$ cat config.mk
export PLATFORM = sky130hd
export DESIGN_NAME = voice_allocator
export DESIGN_NICKNAME = d
export VERILOG_FILES = /design/src/rtl/synth_voice_pkg.sv /design/src/rtl/note_event_fifo.sv /design/src/rtl/voice_allocator.sv
export SDC_FILE = /design/constraint.sdc
export NUM_CORES = 1
export LEC_CHECK = 0
export CORE_ASPECT_RATIO = 0.8
export CORE_MARGIN = 2
export CORE_UTILIZATION = 60
export DETAILED_ROUTE_END_ITERATION = 8
export HOLD_SLACK_MARGIN = 0.08
export PLACE_DENSITY = 0.85
export SYNTH_ARGS = -nofsm -noshare
export SYNTH_HDL_FRONTEND = slang
export SYNTH_SLANG_ARGS = --single-unit
$ cat constraint.sdc
create_clock -name Clk -period 4.27 [get_ports Clk]
set_clock_uncertainty 0.15 [all_clocks]
set_input_delay 1.281 -clock Clk [delete_from_list [all_inputs] [get_ports Clk]]
set_output_delay 1.281 -clock Clk [all_outputs]
set_load 0.05 [all_outputs]
$ cat src/rtl/synth_voice_pkg.sv
// rtl/synth_voice_pkg.sv - shared types and widths for the voice allocator
// Contents: NOTE_W/OCT_W widths, note_event_t queued event, alloc_state_e FSM states.
package synth_voice_pkg;

  localparam int NOTE_W = 7;
  localparam int OCT_W  = 8;

  typedef struct packed {
    logic              is_trig;
    logic [NOTE_W-1:0] note;
    logic [OCT_W-1:0]  octave;
  } note_event_t;

  typedef enum logic [1:0] {
    IDLE,
    SCAN,
    COMMIT
  } alloc_state_e;

endpackage

$ cat src/rtl/note_event_fifo.sv
// rtl/note_event_fifo.sv - synchronous FIFO of note events
// Ports: Clk, Reset_n (async active-low); push/push_data write side;
//        pop/pop_data read side (pop_data is the head, valid when !empty);
//        full, empty status. A push while full is ignored.
module note_event_fifo
  import synth_voice_pkg::*;
#(
  parameter int DEPTH = 4
) (
  input  logic        Clk,
  input  logic        Reset_n,
  input  logic        push,
  input  note_event_t push_data,
  input  logic        pop,
  output note_event_t pop_data,
  output logic        full,
  output logic        empty
);

  localparam int AW = $clog2(DEPTH);

  note_event_t mem [DEPTH];
  logic [AW:0] wr_ptr;
  logic [AW:0] rd_ptr;
  logic        do_push;
  logic        do_pop;

  // Pointers carry one extra wrap bit so full and empty can be told apart.
  assign empty    = (wr_ptr == rd_ptr);
  assign full     = (wr_ptr[AW] != rd_ptr[AW]) && (wr_ptr[AW-1:0] == rd_ptr[AW-1:0]);
  assign do_push  = push && !full;
  assign do_pop   = pop && !empty;
  assign pop_data = mem[rd_ptr[AW-1:0]];

  always_ff @(posedge Clk or negedge Reset_n) begin
    if (!Reset_n) begin
      wr_ptr <= '0;
      rd_ptr <= '0;
    end else begin
      if (do_push) wr_ptr <= wr_ptr + 1'b1;
      if (do_pop)  rd_ptr <= rd_ptr + 1'b1;
    end
  end

  always_ff @(posedge Clk) begin
    if (do_push) mem[wr_ptr[AW-1:0]] <= push_data;
  end

endmodule

$ cat src/rtl/voice_allocator.sv
// rtl/voice_allocator.sv - polyphonic note-to-voice scheduler
// Ports: Clk, Reset_n (async active-low); noteTrig/noteOff one-cycle events
//        with noteIdx/octave; env_idle per-voice release-finished flags;
//        voice_gate/voice_start/voice_note/voice_octave per-voice outputs;
//        busy (work pending), overflow (sticky, an event was dropped).
module voice_allocator
  import synth_voice_pkg::*;
#(
  parameter int NUM_VOICES = 4,
  parameter int FIFO_DEPTH = 4,
  parameter int AGE_W      = 4
) (
  input  logic                                 Clk,
  input  logic                                 Reset_n,
  input  logic                                 noteTrig,
  input  logic                                 noteOff,
  input  logic [NOTE_W-1:0]                    noteIdx,
  input  logic [OCT_W-1:0]                     octave,
  input  logic [NUM_VOICES-1:0]                env_idle,
  output logic [NUM_VOICES-1:0]                voice_gate,
  output logic [NUM_VOICES-1:0]                voice_start,
  output logic [NUM_VOICES-1:0][NOTE_W-1:0]    voice_note,
  output logic [NUM_VOICES-1:0][OCT_W-1:0]     voice_octave,
  output logic                                 busy,
  output logic                                 overflow
);

  localparam int                IW       = $clog2(NUM_VOICES);
  localparam logic [IW-1:0]     LAST_IDX = IW'(NUM_VOICES - 1);
  localparam logic [AGE_W-1:0]  AGE_MAX  = '1;

  alloc_state_e                        state;
  note_event_t                         ev;
  note_event_t                         fifo_in;
  note_event_t                         fifo_out;
  logic                                fifo_push;
  logic                                fifo_pop;
  logic                                fifo_full;
  logic                                fifo_empty;
  logic [IW-1:0]                       idx;
  logic [IW-1:0]                       match_idx;
  logic [IW-1:0]                       free_idx;
  logic [IW-1:0]                       old_idx;
  logic [IW-1:0]                       target;
  logic                                match_ok;
  logic                                free_ok;
  logic [AGE_W-1:0]                    old_age;
  logic [NUM_VOICES-1:0][AGE_W-1:0]    age;

  // A simultaneous note-off is ignored: the event is then a trigger.
  assign fifo_push = noteTrig || noteOff;
  assign fifo_in   = '{is_trig: noteTrig, note: noteIdx, octave: octave};
  assign fifo_pop  = (state == IDLE) && !fifo_empty;
  assign busy      = (state != IDLE) || !fifo_empty;

  note_event_fifo #(
    .DEPTH (FIFO_DEPTH)
  ) u_fifo (
    .Clk       (Clk),
    .Reset_n   (Reset_n),
    .push      (fifo_push),
    .push_data (fifo_in),
    .pop       (fifo_pop),
    .pop_data  (fifo_out),
    .full      (fifo_full),
    .empty     (fifo_empty)
  );

  always_ff @(posedge Clk or negedge Reset_n) begin
    if (!Reset_n) overflow <= 1'b0;
    else if (fifo_push && fifo_full) overflow <= 1'b1;
  end

  // Retrigger of a held note wins, then a fully idle voice, then the oldest.
  always_comb begin
    target = old_idx;
    if (free_ok)  target = free_idx;
    if (match_ok) target = match_idx;
  end

  always_ff @(posedge Clk or negedge Reset_n) begin
    if (!Reset_n) begin
      state        <= IDLE;
      ev           <= '0;
      idx          <= '0;
      match_ok     <= 1'b0;
      free_ok      <= 1'b0;
      match_idx    <= '0;
      free_idx     <= '0;
      old_idx      <= '0;
      old_age      <= '0;
      age          <= '0;
      voice_gate   <= '0;
      voice_start  <= '0;
      voice_note   <= '0;
      voice_octave <= '0;
    end else begin
      voice_start <= '0;
      case (state)
        IDLE: begin
          if (!fifo_empty) begin
            ev        <= fifo_out;
            idx       <= '0;
            match_ok  <= 1'b0;
            free_ok   <= 1'b0;
            match_idx <= '0;
            free_idx  <= '0;
            old_idx   <= '0;
            old_age   <= '0;
            state     <= SCAN;
          end
        end
        SCAN: begin
          if (!match_ok && voice_gate[idx] && (voice_note[idx] == ev.note)) begin
            match_ok  <= 1'b1;
            match_idx <= idx;
          end
          // Releasing voices (gate low, envelope still running) are not free.
          if (!free_ok && !voice_gate[idx] && env_idle[idx]) begin
            free_ok  <= 1'b1;
            free_idx <= idx;
          end
          // Strictly greater keeps the lowest index on equal ages.
          if (age[idx] > old_age) begin
            old_age <= age[idx];
            old_idx <= idx;
          end
          if (idx == LAST_IDX) state <= COMMIT;
          else                 idx   <= idx + 1'b1;
        end
        COMMIT: begin
          if (ev.is_trig) begin
            for (int i = 0; i < NUM_VOICES; i++) begin
              if (IW'(i) == target) begin
                voice_gate[i]   <= 1'b1;
                voice_note[i]   <= ev.note;
                voice_octave[i] <= ev.octave;
                age[i]          <= '0;
                voice_start[i]  <= 1'b1;
              end else if (voice_gate[i] && (age[i] != AGE_MAX)) begin
                age[i] <= age[i] + 1'b1;
              end
            end
          end else if (match_ok) begin
            voice_gate[match_idx] <= 1'b0;
          end
          state <= IDLE;
        end
        default: state <= IDLE;
      endcase
    end
  end

endmodule
-- Word-level counts from Yosys, hierarchy flattened
Memories as Yosys holds them, arrays and structs flattened. A register that Yosys moved wholly into a read port is not among the register bits.
Index checks and enable logic that the tools add are counted.
- memories: 1
- output and inout port bits: 70
- RAM bits: 64
- flip-flop bits (word level): 107
- logic and storage cells: 170
- memories (memory ; words ; width ; read ports ; clocked after memory_dff ; wr ports ; line ; text):
    u_fifo.mem ; 4 ; 16 ; 1 ; 1 ; 1 ; note_event_fifo.sv:22 ; note_event_t mem [DEPTH];
- $add $sub $neg: 7
- mux-type cells: 54
- bitwise logic cells: 3
- $lt $le $gt $ge: 4
- eq/ne operators: 24
- reductions and logical operators: 49
- operators by type and width (operator ; number):
    2-to-1 mux 4 bit ; 15
    AND reduction 3 bit ; 16
    one-hot mux 2 bit (2 select lines) ; 5
    2-to-1 mux 2 bit ; 9
    adder 4 x 1 -> 4 bit (second input constant) ; 4
    2-to-1 mux 1 bit ; 16
    inequality test 4 bit (second input constant) ; 4
    binary-select mux 7 bit (select 2 bit) ; 1
    logical AND 1 bit ; 14
    nonzero test 2 bit ; 7
    inequality test 2 bit (second input constant) ; 6
    binary-select mux 4 bit (select 2 bit) ; 1
    inequality test 2 x 1 -> 1 bit (second input constant) ; 4
    one-hot mux 4 bit (2 select lines) ; 1
    equality test 7 bit ; 1
    2-to-1 mux 7 bit ; 1
    adder 3 x 1 -> 3 bit (second input constant) ; 2
    zero test 1 bit ; 6
    < comparator 2 x 3 -> 1 bit (second input constant) ; 2
    AND 4 bit ; 1
    binary-select mux 1 bit (select 2 bit) ; 2
    equality test 2 bit (first input constant) ; 2
    equality test 2 bit (second input constant) ; 2
    > comparator 4 bit ; 1
    other kinds (14) ; 18

-- Depth between registers and ports, before layout
- word-level depth: 8
- mapped depth: 12
- mapped depth without buffers: 9

-- Cells and area by module
From an unflattened synthesis, not the netlist that was laid out.
- cells, all modules: 575
- area, all modules: 8303.0 sq um
- modules (own cells, without submodules) (module ; seq. area each (sq um) ; times used ; area an instance (sq um) ; cells an instance):
    voice_allocator ; 2927.8 ; 1 ; 5474.0 ; 443
    note_event_fifo ; 2072.0 ; 1 ; 2829.0 ; 132

-- Worst setup path before layout
Ideal clock, no wire load.
- kind: flip-flop to output port
- start point: register u_fifo.rd_ptr[0]
- end point: output busy
- data required time: 2839 ps
- stages on the path, launching flop included: 5
- path slack: 1367 ps
- arrival time: 1472 ps
- path buffers: 1
- cell sequence: dfrtp_1 > buf_2 > xor2_1 > or3_1 > nand2b_1
- word-level cells in the longest chain between the ends: 3
- RTL lines (item ; line ; text):
    start, declared ; note_event_fifo.sv:24 ; logic [AW:0] rd_ptr;
    start signal, assigned ; note_event_fifo.sv:41 ; if (do_pop) rd_ptr <= rd_ptr + 1'b1;
    equality test 3 bit ; note_event_fifo.sv:29 ; assign empty = (wr_ptr == rd_ptr);
    zero test 1 bit ; voice_allocator.sv:54 ; assign busy = (state != IDLE) || !fifo_empty;
    logical OR 1 bit ; voice_allocator.sv:54 ;
    end, declared ; voice_allocator.sv:24 ; output logic busy,
No other way between the ends.

-- Worst setup path after layout
- start point: register u_fifo.wr_ptr[2]
- end point: output busy
- word-level cells in the longest chain between the ends: 3
- RTL lines (item ; line ; text):
    start, declared ; note_event_fifo.sv:23 ; logic [AW:0] wr_ptr;
    start signal, assigned ; note_event_fifo.sv:40 ; if (do_push) wr_ptr <= wr_ptr + 1'b1;
    equality test 3 bit ; note_event_fifo.sv:29 ;
    zero test 1 bit ; voice_allocator.sv:54 ;
    logical OR 1 bit ; voice_allocator.sv:54 ;
No other way between the ends.

==> summary.md <==
| Metric | Value |
|---|---|
| Most frequent cell after synthesis | dfrtp_1 |
| Dpl cell area | 9045 um2 |
| Clk slew on worst S/H paths | 0.06 ns |
| Area leader, netlist | dfrtp_1 |
| Vias after detailed routing | around 5,000 |
| Pwr Total | 0.006574 W |
| Max IR drop VDD | 0.0004181 V |
| Routed Antenna Nets | 0 |
| Reg2reg setup slack | 1.01 ns |
| Fraction of registers with async set/reset | about two thirds |
| Synth top cells by count | 123 x dfrtp_1, 75 x nand2_1, 64 x edfxtp_1, 64 x mux2_2, 23 x mux4_2 |
| Worst Path Max Fanout | 4 |
| Dpl ws | 0.7415 ns |
| Initial antenna violation count | 0 |
| Initial Utilization | between 60% and 70% |
| H-tree lvl count | 4 |
| Total global-route track usage | 26.66% |
| Skew-Pair Late Insertion Delay | 0.43 ns |
| Vias in the first global route | 5,127 |
| First-pass GRT wire length | ~28 mm |
| CTS resizes | 0 |
| Remaining DRCs | 0 |
| Mapped Cells | between 500 and 600 |
| Largest net degree at the start of global routing | 54 |
| Clock root cell | clkbuf_16 |
| CP Data Arrival Time | 2.33 ns |
| PnR worst setup slack | about 0.5 ns |
| Leakage | ~4.1 nW |
| Finished Cell Area | 9663 um2 |
| Dpl hpwl | 11.70 mm |
| Initial DRT Pass Iterations | 4 |
| Final Critical Period | 3.764 ns |
| Mapped Area | 8020 um2 |
| RSZ-0062 raised after global routing | false |
| Synth cell types | 50 |
| Worst min-delay path category | register to register |
| Core ar. | approximately 13,000 um2 |
| CP Cell Sequence | xor2_1 > or3_1 > nand2b_1 > clkdlybuf4s50_1 |
| Area Overhead vs Synth | 20.48% |
| CP top delay family | buffers and inverters |
| CP Data Required Time | roughly 2.8 ns |
| Fin. max-slew vios | 0 |
| Yosys reg bits | 187 |
| Syn Nets | about 600 |
| Tightest Pin Transition | 1.141 ns |
| Share of layout cells above drive strength 1 | 20.43% |
| Synth top area share | 38.38% |
| Post-CTS Hold Fix Bufs | 0 |
| Layout filler cell count | 760 |
| WP buf/inv | 1 |
| Final hold vios | 0 |
| Final wirelength | ~18 mm |
| Antenna fix cells | 0 |
| Inserted Clock Buffers | 17 |
| DIE HEIGHT | 107.4 um |
| Gp weighted congestion | 0.9206 |
| Site Rows | 37 |
| Io pins | slightly above 90 |
| Number of synthesized flops with an enable pin | 64 |
| Final-stage net count | 680 |
| Crit Path Category | register to output port |
| Top FF cell, synth | dfrtp_1 |
| Clock tree buffer depth | 2 |
| Final setup fails | 0 |
| Final period util | 88.14% |
| Fin util | 74.55% |
| Max Fclk | 265.7 MHz |
| Sequential fraction of the synthesis area | a little over 60% |
| Post-CTS setup buffers | 0 |
| Die area | 14,310 um2 |
| PwrDens | 680.3 nW/um2 |
| Syn. warnings | 0 |
| Die Wd | 133.3 um |
| Synth area leaders | dfrtp_1 38%, edfxtp_1 24%, mux2_2 9.0% |
| Worst setup SP type | register |
| Max-cap violations | 0 |
| Mapped Avg Cell Area | between 10 and 15 um2 |
| Grt ovf | 0 |
| TritonCTS Sinks | ~190 |
| DR WL/cell | 21.33 um |
| Buffers on Ports | between 90 and 100 |
| Crit path capture type | output port |
| Max transition margin | 23.70% |
| Max stage delay on crit path | about 0.7 ns |
| Initial DRC count | approximately 420 |
| TritonCTS clock tree | done |
| CP max stage cell | clkdlybuf4s50_1 |
| Setup TNS Final | 0 ns |
| Via-to-Cell Ratio | 6.011 |
| Status | finished, final reports clean |
-- logic make-up (layout without fill, tap and decap cells) --
kind of cell | after synthesis | count (layout) | synth area share (%)
muxes | 101 | 101 | 17.41
and+or+nand+nor | 137 | 137 | 8.175
adders and majority gates | 14 | 14 | 2.184
buffers and inverters | 36 | 143 | 2.777
xor gates and xnor gates | 26 | 26 | 2.839
DFF | 187 | 187 | 62.34
AOI/OAI and AO/OA | 48 | 48 | 4.275
-- per-stage QoR --
stage	hold WS, ns	std cells
floorplan	0.3107	549
global placement	0.3180	799
detailed placement	0.3292	799
CTS	0.3434	831
global route	0.3550	831
finish	0.3452	831
-- final timing paths --
check,start,to,cells after the start
min in group asynchronous,Reset_n,free_idx[1],1
worst max-delay path,u_fifo.wr_ptr[2],busy,4
worst min register to register,voice_octave[31],voice_octave[31],1
worst min-delay path,voice_octave[31],voice_octave[31],1
max in group asynchronous,Reset_n,ev[15],2
worst max register to register,idx[0],old_age[1],8
-- report_power, final --
group          switching (W)  internal [W]  total, W
combinational        0.00137      0.000849   0.00222
sequential          0.000390       0.00235   0.00274
clock               0.000669      0.000945   0.00161
total                0.00243       0.00414   0.00657
-- cell usage in the layout (no fill, tap or decap), types with 3 or more instances in the layout --
cell	instances
ha_1	14
and2_1	11
nor2_1	20
nor2b_1	5
mux2_2	64
clkbuf_16	18
xnor2_1	10
mux4_2	23
nand2b_1	3
o21a_1	5
nand2_1	75
edfxtp_1	64
a22o_1	4
dfrtp_1	123
xor2_1	16
clkinv_4	4
a21o_1	6
o21ai_0	12
buf_4	7
nand4_1	6
mux2i_1	12
nand3_1	7
a21oi_1	3
clkdlybuf4s50_1	91
inv_1	12
-- sequential cells by signal, indices dropped and copies added, names as in the netlist, 3 cells and up --
signal,cells
voice_octave,32
voice_note,28
ev,16
u_fifo.wr_ptr,3
u_fifo.rd_ptr,3
u_fifo.mem,64
voice_start,4
voice_gate,4
age,16
old_age,4
-- layer usage --
layer / part of all wire [%] / wire length (um) / GRT usage (%)
met5: 0 / 0 / 0
met4: 3.2 / 571 / 11.70
met3: 8.0 / 1414 / 6.544
met2: 47 / 8374 / 40.54
met1: 42 / 7367 / 37.20
-- cell type report --
type                            instances  area (um2)  area share [%]
Timing Repair Buffer                   99       983.4           10.18
Multi-Input combinational cell        326        2798           28.95
Clock buffer                           22       489.2           5.063
Sequential cell                       187        5000           51.74
Clock inverter                         10       128.9           1.334
Inverter                               12       45.04          0.4661
Tap cell                              175       219.0           2.266
-- worst register-to-register path: stages, from the launching register on --
cell	delay, ns
dfrtp_1	0.62
mux4_2	0.59
ha_1	0.30
nor2b_1	0.14
o21a_1	0.16
o21a_1	0.18
o21ai_0	0.46
a21oi_1	0.29
o21ai_0	0.27
No activity file was read; power rests on OpenSTA's default activity.
